## src/rtl/multicycle_sequencer.sv

```systemverilog
// multicycle_sequencer
//   Multi-cycle control FSM for a single-ported MIPS datapath.
//   Each instruction steps through FETCH -> DECODE -> EXEC -> MEM -> WB, and
//   skips any stage it does not need. The one memory port is shared between
//   instruction fetch and data access.
//
//   Optional feature: define SEQ_PERF_CNT_EN to build the saturating
//   performance counters. Without it, cycle_cnt and retire_cnt are tied to 0.
//
// Ports
//   clk, rst            clock; synchronous active-high reset
//   run                 level: leave IDLE / keep fetching while high
//   mem_read .. halt    decoded control from the instruction decoder
//   br_taken            branch condition, valid in EXEC
//   mem_ready           memory handshake completion
//   mem_req/we/sel      memory request, write, address select (0 = PC, 1 = ALU)
//   ir_we, mdr_we       instruction / memory data register latch strobes
//   rf_we, pc_we        register file write, PC update (one per retired instr)
//   pc_src              00 PC+4, 01 branch target, 10 jump target, 11 rs
//   busy/halted/fault   state != IDLE / in HALT / in FAULT
//   cycle_cnt           non-IDLE cycles (performance counter)
//   retire_cnt          pc_we pulses (performance counter)
module multicycle_sequencer #(
   parameter int MEM_TIMEOUT = 16,
   parameter int CNT_W       = 32
) (
   input  logic             clk,
   input  logic             rst,
   input  logic             run,
   input  logic             mem_read,
   input  logic             mem_write,
   input  logic             reg_write,
   input  logic             branch,
   input  logic             br_taken,
   input  logic             jump,
   input  logic             is_jal,
   input  logic             is_jr,
   input  logic             halt,
   input  logic             mem_ready,
   output logic             mem_req,
   output logic             mem_we,
   output logic             mem_sel,
   output logic             ir_we,
   output logic             mdr_we,
   output logic             rf_we,
   output logic             pc_we,
   output logic [1:0]       pc_src,
   output logic             busy,
   output logic             halted,
   output logic             fault,
   output logic [CNT_W-1:0] cycle_cnt,
   output logic [CNT_W-1:0] retire_cnt
);

   localparam int WAIT_W = $clog2(MEM_TIMEOUT + 1);

   typedef enum logic [2:0] {
      S_IDLE, S_FETCH, S_DECODE, S_EXEC, S_MEM, S_WB, S_HALT, S_FAULT
   } state_t;

   state_t              state_reg, state_next;
   logic [WAIT_W-1:0]   wait_cnt_reg;
   logic                timeout;

   // The last allowed wait cycle: another cycle without mem_ready means FAULT.
   assign timeout = (wait_cnt_reg == WAIT_W'(MEM_TIMEOUT - 1)) && !mem_ready;

   always_comb begin
      state_next = state_reg;
      mem_req    = 1'b0;
      mem_we     = 1'b0;
      mem_sel    = 1'b0;
      ir_we      = 1'b0;
      mdr_we     = 1'b0;
      rf_we      = 1'b0;
      pc_we      = 1'b0;
      pc_src     = 2'b00;
      case (state_reg)
         S_IDLE: begin
            if (run) state_next = S_FETCH;
         end
         S_FETCH: begin
            mem_req = 1'b1;
            if (mem_ready) begin
               ir_we      = 1'b1;
               state_next = S_DECODE;
            end else if (timeout) begin
               state_next = S_FAULT;
            end
         end
         S_DECODE: begin
            if (halt) begin
               state_next = S_HALT;
            end else if (jump) begin
               pc_we  = 1'b1;
               pc_src = 2'b10;
               rf_we  = is_jal;
            end else if (is_jr) begin
               pc_we  = 1'b1;
               pc_src = 2'b11;
            end else begin
               state_next = S_EXEC;
            end
         end
         S_EXEC: begin
            if (branch) begin
               pc_we  = 1'b1;
               pc_src = br_taken ? 2'b01 : 2'b00;
            end else if (mem_read || mem_write) begin
               state_next = S_MEM;
            end else if (reg_write) begin
               state_next = S_WB;
            end else begin
               pc_we = 1'b1;
            end
         end
         S_MEM: begin
            mem_req = 1'b1;
            mem_sel = 1'b1;
            mem_we  = mem_write;
            if (mem_ready) begin
               if (mem_write) begin
                  pc_we = 1'b1;
               end else begin
                  mdr_we     = 1'b1;
                  state_next = S_WB;
               end
            end else if (timeout) begin
               state_next = S_FAULT;
            end
         end
         S_WB: begin
            rf_we = 1'b1;
            pc_we = 1'b1;
         end
         default: ;   // HALT and FAULT absorb until reset
      endcase
      // Every retiring cycle picks the next state from run alone.
      if (pc_we) state_next = run ? S_FETCH : S_IDLE;
   end

   assign busy   = (state_reg != S_IDLE);
   assign halted = (state_reg == S_HALT);
   assign fault  = (state_reg == S_FAULT);

   always_ff @(posedge clk) begin
      if (rst) begin
         state_reg    <= S_IDLE;
         wait_cnt_reg <= '0;
      end else begin
         state_reg <= state_next;
         if ((state_next != state_reg) &&
             (state_next == S_FETCH || state_next == S_MEM))
            wait_cnt_reg <= '0;
         else if (mem_req && !mem_ready)
            wait_cnt_reg <= wait_cnt_reg + 1'b1;
      end
   end

`ifdef SEQ_PERF_CNT_EN
   logic [CNT_W-1:0] cycle_cnt_reg, retire_cnt_reg;

   always_ff @(posedge clk) begin
      if (rst) begin
         cycle_cnt_reg  <= '0;
         retire_cnt_reg <= '0;
      end else begin
         if (busy && !(&cycle_cnt_reg))
            cycle_cnt_reg <= cycle_cnt_reg + 1'b1;
         if (pc_we && !(&retire_cnt_reg))
            retire_cnt_reg <= retire_cnt_reg + 1'b1;
      end
   end

   assign cycle_cnt  = cycle_cnt_reg;
   assign retire_cnt = retire_cnt_reg;
`else
   assign cycle_cnt  = '0;
   assign retire_cnt = '0;
`endif

endmodule
```

## config.mk

```make
export PLATFORM = sky130hd
export DESIGN_NAME = multicycle_sequencer
export DESIGN_NICKNAME = d
export VERILOG_FILES = /design/src/rtl/multicycle_sequencer.sv
export SDC_FILE = /design/constraint.sdc
export NUM_CORES = 1
export LEC_CHECK = 0
export CAP_MARGIN = 20
export CORE_UTILIZATION = 35
export DETAILED_ROUTE_END_ITERATION = 10
export PLACE_DENSITY_LB_ADDON = 0.3
export SYNTH_ARGS = -nofsm -noshare
export SYNTH_HDL_FRONTEND = slang
export SYNTH_SLANG_ARGS = --single-unit
```

## constraint.sdc

```tcl
create_clock -name clk -period 2.77 [get_ports clk]
set_clock_uncertainty 0.15 [all_clocks]
set_input_delay 0.831 -clock clk [delete_from_list [all_inputs] [get_ports clk]]
set_output_delay 0.831 -clock clk [all_outputs]
set_load 0.005 [all_outputs]
```

# [Word-level counts from Yosys, hierarchy flattened]
# Index checks and enable logic that the tools add are counted.
[totals] regBits=8 out_inout_bits=76 wordCells=64
[op_classes] n_addsub=1 n_eq_ne=11 muxes=40 reduce_logical=10
[op_table] cell="$mux W3" count=12
[op_table] cell="$mux W1" count=21
[op_table] cell="$eq A3 B3 Y1 const B" count=5
[op_table] cell="$pmux W3 S5" count=1
[op_table] cell="$eq A3 B1 Y1 const B" count=2
[op_table] cell="$eq A3 B2 Y1 const B" count=2
[op_table] cell="$mux W2" count=3
[op_table] cell="$add A5 B1 Y5 const B" count=1
[op_table] cell="$eq A5 B4 Y1 const B" count=1
[op_table] cell="$pmux W1 S4" count=1
[op_table] cell="$pmux W2 S2" count=1
[op_table] cell="$reduce_or A2 Y1" count=2
[op_table] cell="$logic_and A1 B1 Y1" count=3
[op_table] cell="$logic_not A3 Y1" count=1
[op_table] cell="$ne A3 B3 Y1" count=1
[op_table] cell="$reduce_bool A3 Y1" count=1
[op_table] cell="$logic_or A1 B1 Y1" count=2
[op_table] cell="$pmux W1 S2" count=1
[op_table] cell="$logic_not A1 Y1" count=1

# [Depth between registers and ports, before layout]
# Gate-level depths: netlist (run 1).
[logic_depth] depth_word=10 mapped_depth=7

# [Worst setup path before layout (run 1)]
# No wires, ideal clock.
[synth_timing] path_type="input to output" from="input port halt" to="output port pc_we" arrival_ps=1681 t_required_ps=1789 setup_slack_ps=108 path_stages=3 path_cell_list="or4b_1 -> o32a_2 -> nand2_1"
[synth_via] elab_chain_len=2
[synth_lines] item="start: declaration" line="38" source="input logic halt,"
[synth_lines] item="$mux W1" line="92" source="if (halt) begin"
[synth_lines] item="$pmux W1 S4" line="78" source="case (state_reg)"
[synth_lines] item="end: declaration" line="46" source="output logic pc_we,"
# No other way between the ends.

# [Final worst setup path (run 1)]
# Same ends and word-level chain as after synthesis.

==> flow_metrics.py, run 1 <==
metrics = {
    "route": {
        "detail-route-antenna-nets": 0,
        "postRouteWirelength_um": 2430,
        "routed_wire_length_per_instance_um": 10.4,
        "dr_total_vias": 972,
        "via_density_per_instance": 4.15,
        "drcViolationCount": 0,
        "drt_pre_antenna_iters": 4,
        "drt_iter0_markers": 31,
    },
    "logic_synthesis": {
        "netlist.area_leader.share": 0.412,
        "post_synth_instance_area_mm2": 0.00120,
        "synth_cell_type_count": 42,
        "syn_area_per_cell_um2": 8.07,
        "postSynthCellCount": 149,
        "synth_sequential_area_ratio": 0.133,
        "yosys_warnings": 0,
        "synth_top_cell_by_area": "sky130_fd_sc_hd__buf_4",
        "number_of_synthesized_flops_with_an_enable_pin": 0,
        "dominantRegCellSynth": "sky130_fd_sc_hd__dfxtp_1",
        "async_set_or_reset_register_ratio_after_synthesis": 0,
        "synth_seq_cells": 8,
        "leading_cell_types_by_total_area_after_synthesis": "sky130_fd_sc_hd__buf_4 41%, sky130_fd_sc_hd__dfxtp_1 13%, sky130_fd_sc_hd__xnor2_1 2.9%, sky130_fd_sc_hd__nor3_1 2.5%, sky130_fd_sc_hd__nor2_1 2.5%",
    },
    "outcome": {
        "violated_checks": "setup timing",
        "status": "finished, violations left",
    },
    "sta": {
        "number_of_failing_setup_endpoints_in_the_final_timing_report": 2,
        "report.final.hold_viol_count": 0,
        "grt_setup_unrepaired": "yes",
        "fmax_achieved_mhz": 355,
        "timing.final.max_slew_violations": 0,
        "finalCriticalPeriod_ns": 2.82,
        "worst_slack_ns": -0.0489,
        "finalCritPeriodShare": 1.02,
    },
    "cts": {
        "clkSinkCount": 8,
        "tritoncts_buffers": 3,
        "clkSlewWorstSetupHoldPaths_ns": 0.05,
        "cts_root_buf": "sky130_fd_sc_hd__clkbuf_4",
        "ctsLongestPathBuffers": 2,
        "insertion_delay_ns": 0.25,
        "h_tree_level_count": 1,
        "tritoncts": "done",
        "hold_buffers": 0,
    },
    "floorplan": {
        "floorplan.die_area_mm2": 0.00367,
        "die_x_um": 60.6,
        "boundaryPins": 89,
        "fp-row-count": 20,
        "initial_utilization": 0.381,
        "die_height_um": 60.6,
        "core_area_mm2": 0.00315,
    },
    "grt": {
        "grt_remaining_overflow": 0,
        "gr-usage-all-layers": 0.129,
        "number_of_global_route_vias_before_repair": 819,
        "antenna_violations_before_repair": 0,
        "largest_net_degree_at_the_start_of_global_routing": 18,
        "grt_first_pass_wirelength_um": 3530,
    },
    "placed_design": {
        "place_congestion": 0.897,
        "port-buffer-count": 24,
        "placed_area_mm2": 0.00133,
        "detailedPlace.worstSlack_ns": -0.847,
        "hpwlAfterDp_um": 1840,
    },
    "worst_hold_path": {
        "hold_path.class": "flop to flop",
    },
    "final_layout": {
        "multi_input_comb_area_um2": 807,
        "fillCellCount": 336,
        "n_antenna_cell": 0,
        "largest_reg_flops": 5,
        "layout.cell_area.non_filler_mm2": 0.00145,
        "area.sequential_um2": 160,
        "drive_above_1_share": 0.221,
        "commonest_cells_after_routing_fill_and_taps_aside": "64 x sky130_fd_sc_hd__conb_1, 16 x sky130_fd_sc_hd__buf_4, 13 x sky130_fd_sc_hd__clkdlybuf4s50_1, 8 x sky130_fd_sc_hd__dfxtp_1, 7 x sky130_fd_sc_hd__nor2_1",
        "finalNetCount": 207,
        "commonest_non_fill_non_tap_cell_in_the_layout": "sky130_fd_sc_hd__conb_1",
        "area_delta_synth_final_pct": 20.6,
    },
    "critical_path": {
        "worstPathMaxFanout": 2,
        "critical_path_arrival_ns": 1.84,
        "critical_path_class": "primary input to primary output",
        "start_kind": "primary input",
        "cp-end-kind": "primary output",
        "worstPathRequired_ns": 1.79,
    },
    "pwr": {
        "leakage_nw": 0.713,
        "power_per_unit_of_standard_cell_area_mw_per_mm2": 238,
        "peakVddDrop_v": 0.000102,
    },
    "run": {
        "max_cap_viol_count": 0,
    },
}
## critical path, cell delays in order
cell and delay (ns):
sky130_fd_sc_hd__buf_6 0.10, sky130_fd_sc_hd__or4b_4 0.52, sky130_fd_sc_hd__o32a_4 0.23, sky130_fd_sc_hd__nand2_4 0.07, sky130_fd_sc_hd__buf_6 0.09
## routing by layer
layer,up-vias,part of all wire,track usage,wire length (um)
met5,-,0,0,0
met4,0,0,0.0487,0
met3,0,0.077,0.0277,186
met2,62,0.52,0.220,1250
met1,442,0.41,0.160,988
li1,468,-,-,-
## cell type report
class / count / share of cell area
inverters: 3 / 0.00777
clock buffers: 3 / 0.0155
multi-input cells: 132 / 0.557
repair buffers: 44 / 0.272
well taps: 44 / 0.0380
flip-flops and latches: 8 / 0.110
## timing repair
action,in CTS,in global routing
gates resized for setup,35,8
pin swaps,4,5
buffers inserted,4,2
setup endpoints to repair,7,5
## cell usage after synthesis, types with 2 or more instances
library cell	number
sky130_fd_sc_hd__a21oi_1	2
sky130_fd_sc_hd__nand3b_1	2
sky130_fd_sc_hd__o21bai_1	2
sky130_fd_sc_hd__nand2_1	3
sky130_fd_sc_hd__inv_1	3
sky130_fd_sc_hd__buf_4	66
sky130_fd_sc_hd__nand3_1	3
sky130_fd_sc_hd__and3_1	4
sky130_fd_sc_hd__and3b_1	3
sky130_fd_sc_hd__nor4b_1	2
sky130_fd_sc_hd__xnor2_1	4
sky130_fd_sc_hd__nor2b_1	2
sky130_fd_sc_hd__nor3_1	6
sky130_fd_sc_hd__nor2_1	8
sky130_fd_sc_hd__dfxtp_1	8
sky130_fd_sc_hd__o21ai_0	3
sky130_fd_sc_hd__buf_2	2
sky130_fd_sc_hd__ha_1	2
## path summary, 6_finish.rpt
kind                                 startpoint              end  slack (ns)  cells past startpoint
worst max-delay path                       halt            pc_we       -0.05                      5
worst min-delay path            wait_cnt_reg[3]  wait_cnt_reg[3]        0.38                      2
worst max register to register     state_reg[1]  wait_cnt_reg[0]        0.67                      8
worst min register to register  wait_cnt_reg[3]  wait_cnt_reg[3]        0.38                      2
## logic make-up (layout without fill, tap and decap cells)
group	count (synthesis)	after routing	synth area share
xor+xnor	4	4	0.0291
compound gates	20	20	0.140
flops	8	8	0.133
simple gates	41	41	0.232
fa+ha+maj	2	2	0.0208
buf+inv	72	50	0.433
other cells	1	64	0.00312
mux	1	1	0.00832
## through the flow
step	total power, mW	cells	setup TNS, ns	util	hold slack (ns)
global placement	0.249	225	-3.91	0.422	0.376
global route	0.373	234	-0.254	0.460	0.397
finish	0.345	234	-0.0711	0.460	0.380
detailed placement	0.251	225	-4.15	0.422	0.376
CTS	0.343	232	-0.140	0.445	0.383
floorplan	0.261	212	0	-	0.356
## report_power, final
part	switching [mW]	leakage (nW)	internal (mW)	total, mW
logic	0.0759	0.634	0.0606	0.137
registers	0.00335	0.0649	0.120	0.123
clock network	0.0365	0.0138	0.0494	0.0859
total	0.116	0.713	0.230	0.345
Power figures use the tool's default switching activity.
==> run 2, diff against run 1 <==
--- a/config.mk
+++ b/config.mk
@@ -5,10 +5,12 @@
 export SDC_FILE = /design/constraint.sdc
 export NUM_CORES = 1
 export LEC_CHECK = 0
+export ABC_AREA = 0
 export CAP_MARGIN = 20
-export CORE_UTILIZATION = 35
+export CORE_UTILIZATION = 33
 export DETAILED_ROUTE_END_ITERATION = 10
 export PLACE_DENSITY_LB_ADDON = 0.3
 export SYNTH_ARGS = -nofsm -noshare
 export SYNTH_HDL_FRONTEND = slang
 export SYNTH_SLANG_ARGS = --single-unit
+export TNS_END_PERCENT = 30
==> run 2 against run 1 <==
Effect of this change: the run still ends with setup timing left; count of clock-buffer cells in the layout stayed put; largest power group unchanged; register-to-register slack better by 0.02 ns; combinational power about the same; non-clock buffer count shrank 2; critical endpoint unchanged; critical path depth unchanged; global-route usage fell by 1.3 points; via count shrank 2.6%; final cell count unchanged; utilization shrank 4.1 points.
==> flow_metrics.py, run 2 (synthesis results as in run 1) <==
metrics = {
    "sta": {
        "report.final.hold_viol_count": 0,
        "worst_slack_ns": -0.0150,
        "timing.final.max_slew_violations": 0,
        "finalCriticalPeriod_ns": 2.79,
        "final.hold.worst_slack_ns": 0.392,
        "grt_setup_unrepaired": "yes",
        "number_of_failing_setup_endpoints_in_the_final_timing_report": 1,
        "finalCritPeriodShare": 1.01,
        "setup_tns_ns": -0.0150,
        "fmax_achieved_mhz": 359,
    },
    "final_layout": {
        "commonest_cells_after_routing_fill_and_taps_aside": "64 x sky130_fd_sc_hd__conb_1, 17 x sky130_fd_sc_hd__buf_4, 12 x sky130_fd_sc_hd__clkdlybuf4s50_1, 8 x sky130_fd_sc_hd__dfxtp_1, 7 x sky130_fd_sc_hd__nor2_1",
        "commonest_non_fill_non_tap_cell_in_the_layout": "sky130_fd_sc_hd__conb_1",
        "instances_no_fill": 234,
        "drive_above_1_share": 0.213,
        "fillCellCount": 382,
        "area_delta_synth_final_pct": 19.0,
        "finalNetCount": 205,
        "n_antenna_cell": 0,
        "layout_utilization": 0.419,
        "layout.cell_area.non_filler_mm2": 0.00143,
        "largest_reg_flops": 5,
    },
    "critical_path": {
        "critical_path_arrival_ns": 1.80,
        "worstPathRequired_ns": 1.79,
        "critical_path_class": "primary input to primary output",
        "start_kind": "primary input",
        "reg2reg_path_depth": 7,
        "cp-end-kind": "primary output",
        "timing.critical_path.cells": "buf_2 -> or4b_4 -> o32a_4 -> nand2_4 -> buf_6",
        "r2r_setup_slack_ns": 0.69,
        "worstPathMaxFanout": 2,
        "slowest_delay_ns": 0.48,
        "standard_cell_with_the_maximum_stage_delay_on_the_critical_path": "sky130_fd_sc_hd__or4b_4",
    },
    "placed_design": {
        "place_congestion": 0.806,
        "port-buffer-count": 24,
        "placed_area_mm2": 0.00134,
        "hpwlAfterDp_um": 1740,
        "placed_cells": 228,
        "detailedPlace.worstSlack_ns": -0.800,
    },
    "floorplan": {
        "floorplan.die_area_mm2": 0.00389,
        "die_height_um": 62.4,
        "fp-row-count": 21,
        "die_x_um": 62.4,
        "boundaryPins": 89,
        "initial_utilization": 0.352,
        "core_area_mm2": 0.00342,
    },
    "pwr": {
        "leakage_nw": 0.725,
        "post-layout-total-power_mw": 0.344,
        "power_per_unit_of_standard_cell_area_mw_per_mm2": 240,
        "sw_frac_of_total": 0.334,
        "peakVddDrop_v": 0.000193,
        "power.combinational.fraction": 0.396,
        "power.clock.fraction": 0.248,
        "total_switching_power_mw": 0.115,
        "cell_internal_pwr_mw": 0.229,
        "power_frac_seq": 0.355,
    },
    "cts": {
        "clkSlewWorstSetupHoldPaths_ns": 0.05,
        "tritoncts_buffers": 3,
        "hold_buffers": 0,
        "clkSinkCount": 8,
        "tritoncts": "done",
        "insertion_delay_ns": 0.25,
        "ctsLongestPathBuffers": 2,
        "h_tree_level_count": 1,
        "cts_root_buf": "sky130_fd_sc_hd__clkbuf_4",
    },
    "grt": {
        "number_of_global_route_vias_before_repair": 793,
        "grt_remaining_overflow": 0,
        "gr-usage-all-layers": 0.117,
        "grt_first_pass_wirelength_um": 3660,
        "largest_net_degree_at_the_start_of_global_routing": 18,
        "antenna_violations_before_repair": 0,
    },
    "outcome": {
        "status": "finished, violations left",
        "violated_checks": "setup timing",
    },
    "route": {
        "detail-route-antenna-nets": 0,
        "drt_pre_antenna_iters": 4,
        "via_density_per_instance": 4.05,
        "drt_iter0_markers": 37,
        "drcViolationCount": 0,
        "postRouteWirelength_um": 2300,
        "dr_total_vias": 947,
        "routed_wire_length_per_instance_um": 9.84,
    },
    "worst_hold_path": {
        "hold_path.class": "flop to flop",
        "timing.hold.worst_path_depth": 2,
    },
    "run": {
        "max_cap_viol_count": 0,
    },
}
-- run 2: routing by layer --
metal | track usage | wire, um
met5 | 0 | 0
met4 | 0.00872 | 0
met3 | 0.0404 | 160
met2 | 0.190 | 1120
met1 | 0.154 | 1020
-- run 2: path summary, 6_finish.rpt --
| path | startpoint | to |
|---|---|---|
| setup / recovery | halt | pc_we |
| hold / removal | wait_cnt_reg[4] | wait_cnt_reg[4] |
| setup reg to reg | wait_cnt_reg[0] | state_reg[0] |
| hold reg to reg | wait_cnt_reg[4] | wait_cnt_reg[4] |
-- run 2: power by group through the flow --
stage / sequential [mW] / combinational, mW / clock [mW]
final: 0.122 / 0.136 / 0.0853
after global routing: 0.123 / 0.151 / 0.0978
after CTS: 0.122 / 0.132 / 0.0916
after detailed placement: 0.124 / 0.127 / 0
after global placement: 0.124 / 0.128 / 0
after floorplan: 0.125 / 0.136 / 0
-- run 2: timing repair --
action / 4_1_cts / 5_1_grt
cloned: 0 / 0
gates resized for setup: 33 / 6
buffers inserted: 3 / 0
setup endpoints to repair: 8 / 4
pin swaps: 3 / 2
-- run 2: layout make-up --
class                   instances  area [um^2]  area share
flip-flops and latches          8          160       0.112
repair buffers                 42          365       0.255
multi-input cells             132          815       0.569
clock buffers                   3         22.5      0.0157
well taps                      46         57.6      0.0402
inverters                       3         11.3     0.00787
-- run 2: worst max-delay path: cells and delay by family --
family	cells	cell delay, ns
compound gates	1	0.22
buf+inv	2	0.20
simple gates	2	0.55
==> run 3, diff against run 2 <==
--- a/config.mk
+++ b/config.mk
@@ -9,6 +9,7 @@
 export CAP_MARGIN = 20
 export CORE_UTILIZATION = 33
 export DETAILED_ROUTE_END_ITERATION = 10
+export DONT_BUFFER_PORTS = 1
 export PLACE_DENSITY_LB_ADDON = 0.3
 export SYNTH_ARGS = -nofsm -noshare
 export SYNTH_HDL_FRONTEND = slang
==> run 3 against run 2 <==
Effect of this change: the run now ends clean; critical endpoint unchanged; sequential power about the same; non-clock buffer count down 37; via count down 15%; register-to-register slack about the same; wire length down 20%; critical path depth down 2; largest power group is now registers; fmax up 4.0%; global-route usage down 2.7 points; count of clock-buffer cells in the layout unchanged.
==> flow_metrics.py, run 3 (synthesis results as in run 1) <==
metrics = {
    "outcome": {
        "status": "complete, no violations",
    },
    "cts": {
        "clkSinkCount": 8,
        "postCtsSetupRepairBufs": 0,
        "postCtsResizedCells": 0,
        "clkSlewWorstSetupHoldPaths_ns": 0.05,
        "tritoncts_buffers": 3,
        "ctsLongestPathBuffers": 2,
        "insertion_delay_ns": 0.25,
        "h_tree_level_count": 1,
        "cts_root_buf": "sky130_fd_sc_hd__clkbuf_4",
        "hold_buffers": 0,
        "tritoncts": "done",
    },
    "floorplan": {
        "initial_utilization": 0.352,
        "fp-row-count": 21,
        "die_height_um": 62.4,
        "die_x_um": 62.4,
        "boundaryPins": 89,
        "core_area_mm2": 0.00342,
        "floorplan.die_area_mm2": 0.00389,
    },
    "placed_design": {
        "hpwlAfterDp_um": 1540,
        "place_congestion": 0.784,
        "port-buffer-count": 0,
    },
    "sta": {
        "tightest_slew_ns": 0.550,
        "number_of_failing_setup_endpoints_in_the_final_timing_report": 0,
        "grt_setup_unrepaired": "no",
        "finalCritPeriodShare": 0.967,
        "fmax_achieved_mhz": 373,
        "timing.final.max_slew_violations": 0,
        "relative_max_transition_margin": 0.630,
        "final.hold.worst_slack_ns": 0.390,
        "finalCriticalPeriod_ns": 2.68,
        "setup_tns_ns": 0,
        "report.final.hold_viol_count": 0,
    },
    "final_layout": {
        "area_delta_synth_final_pct": -12.9,
        "drive_above_1_share": 0.0993,
        "commonest_non_fill_non_tap_cell_in_the_layout": "sky130_fd_sc_hd__conb_1",
        "largest_reg_flops": 5,
        "n_antenna_cell": 0,
        "finalNetCount": 168,
        "multi_input_comb_area_um2": 758,
        "layout_utilization": 0.307,
        "fillCellCount": 389,
        "commonest_cells_after_routing_fill_and_taps_aside": "64 x sky130_fd_sc_hd__conb_1, 8 x sky130_fd_sc_hd__nor2_1, 8 x sky130_fd_sc_hd__dfxtp_1, 6 x sky130_fd_sc_hd__nor3_1, 5 x sky130_fd_sc_hd__buf_4",
        "area.sequential_um2": 160,
    },
    "grt": {
        "number_of_global_route_vias_before_repair": 600,
        "gr-usage-all-layers": 0.0893,
        "grt_remaining_overflow": 0,
        "antenna_violations_before_repair": 0,
        "largest_net_degree_at_the_start_of_global_routing": 14,
        "grt_first_pass_wirelength_um": 2700,
    },
    "pwr": {
        "peakVddDrop_v": 0.0000811,
        "post-layout-total-power_mw": 0.288,
        "leakage_nw": 0.513,
        "power_per_unit_of_standard_cell_area_mw_per_mm2": 275,
    },
    "critical_path": {
        "cp-end-kind": "primary output",
        "start_kind": "primary input",
        "reg2reg_path_depth": 7,
        "critical_path_arrival_ns": 1.70,
        "worstPathMaxFanout": 3,
        "critical_path_class": "primary input to primary output",
        "worstPathRequired_ns": 1.79,
    },
    "route": {
        "drt_iter0_markers": 26,
        "postRouteWirelength_um": 1840,
        "routed_wire_length_per_instance_um": 9.35,
        "drt_pre_antenna_iters": 5,
        "detail-route-antenna-nets": 0,
        "drcViolationCount": 0,
        "dr_total_vias": 802,
        "via_density_per_instance": 4.07,
    },
    "worst_hold_path": {
        "timing.hold.worst_path_depth": 2,
        "hold_path.class": "flop to flop",
    },
    "run": {
        "max_cap_viol_count": 0,
    },
}
run 3: layer usage:
layer,share of wire,vias to the layer above,global-route usage
met1,0.42,362,0.112
li1,-,390,-
met2,0.47,48,0.133
met4,0.0081,0,0.0349
met3,0.10,2,0.0386
met5,0,-,0
run 3: worst paths after layout:
| check | from | slack, ns | end |
|---|---|---|---|
| worst max register to register | wait_cnt_reg[0] | 0.68 | state_reg[0] |
| worst min-delay path | wait_cnt_reg[3] | 0.39 | wait_cnt_reg[3] |
| worst max-delay path | halt | 0.09 | pc_we |
| worst min register to register | wait_cnt_reg[3] | 0.39 | wait_cnt_reg[3] |
run 3: worst max-delay path: stages:
cell	delay, ns
sky130_fd_sc_hd__or4b_1	0.52
sky130_fd_sc_hd__o32a_2	0.21
sky130_fd_sc_hd__nand2_1	0.13
run 3: final cells by class:
| class | count | area share |
|---|---|---|
| well taps | 46 | 0.0550 |
| clock buffers | 3 | 0.0215 |
| repair buffers | 5 | 0.0358 |
| inverters | 3 | 0.0108 |
| multi-input cells | 132 | 0.724 |
| flip-flops and latches | 8 | 0.153 |
run 3: where the power goes:
part / internal, mW / switching, mW / leakage (nW)
clock: 0.0493 / 0.0361 / 0.0138
sequential: 0.120 / 0.00428 / 0.0648
combinational: 0.0242 / 0.0548 / 0.435
run 3: through the flow:
stage / cell area, um^2 / cells / setup slack (ns)
floorplan: 1440 / 212 / 0.108
global route: 1050 / 197 / 0.0317
global placement: 1020 / 194 / 0.0832
detailed placement: 1020 / 194 / 0.0844
finish: 1050 / 197 / 0.0916
CTS: 1050 / 197 / 0.0826
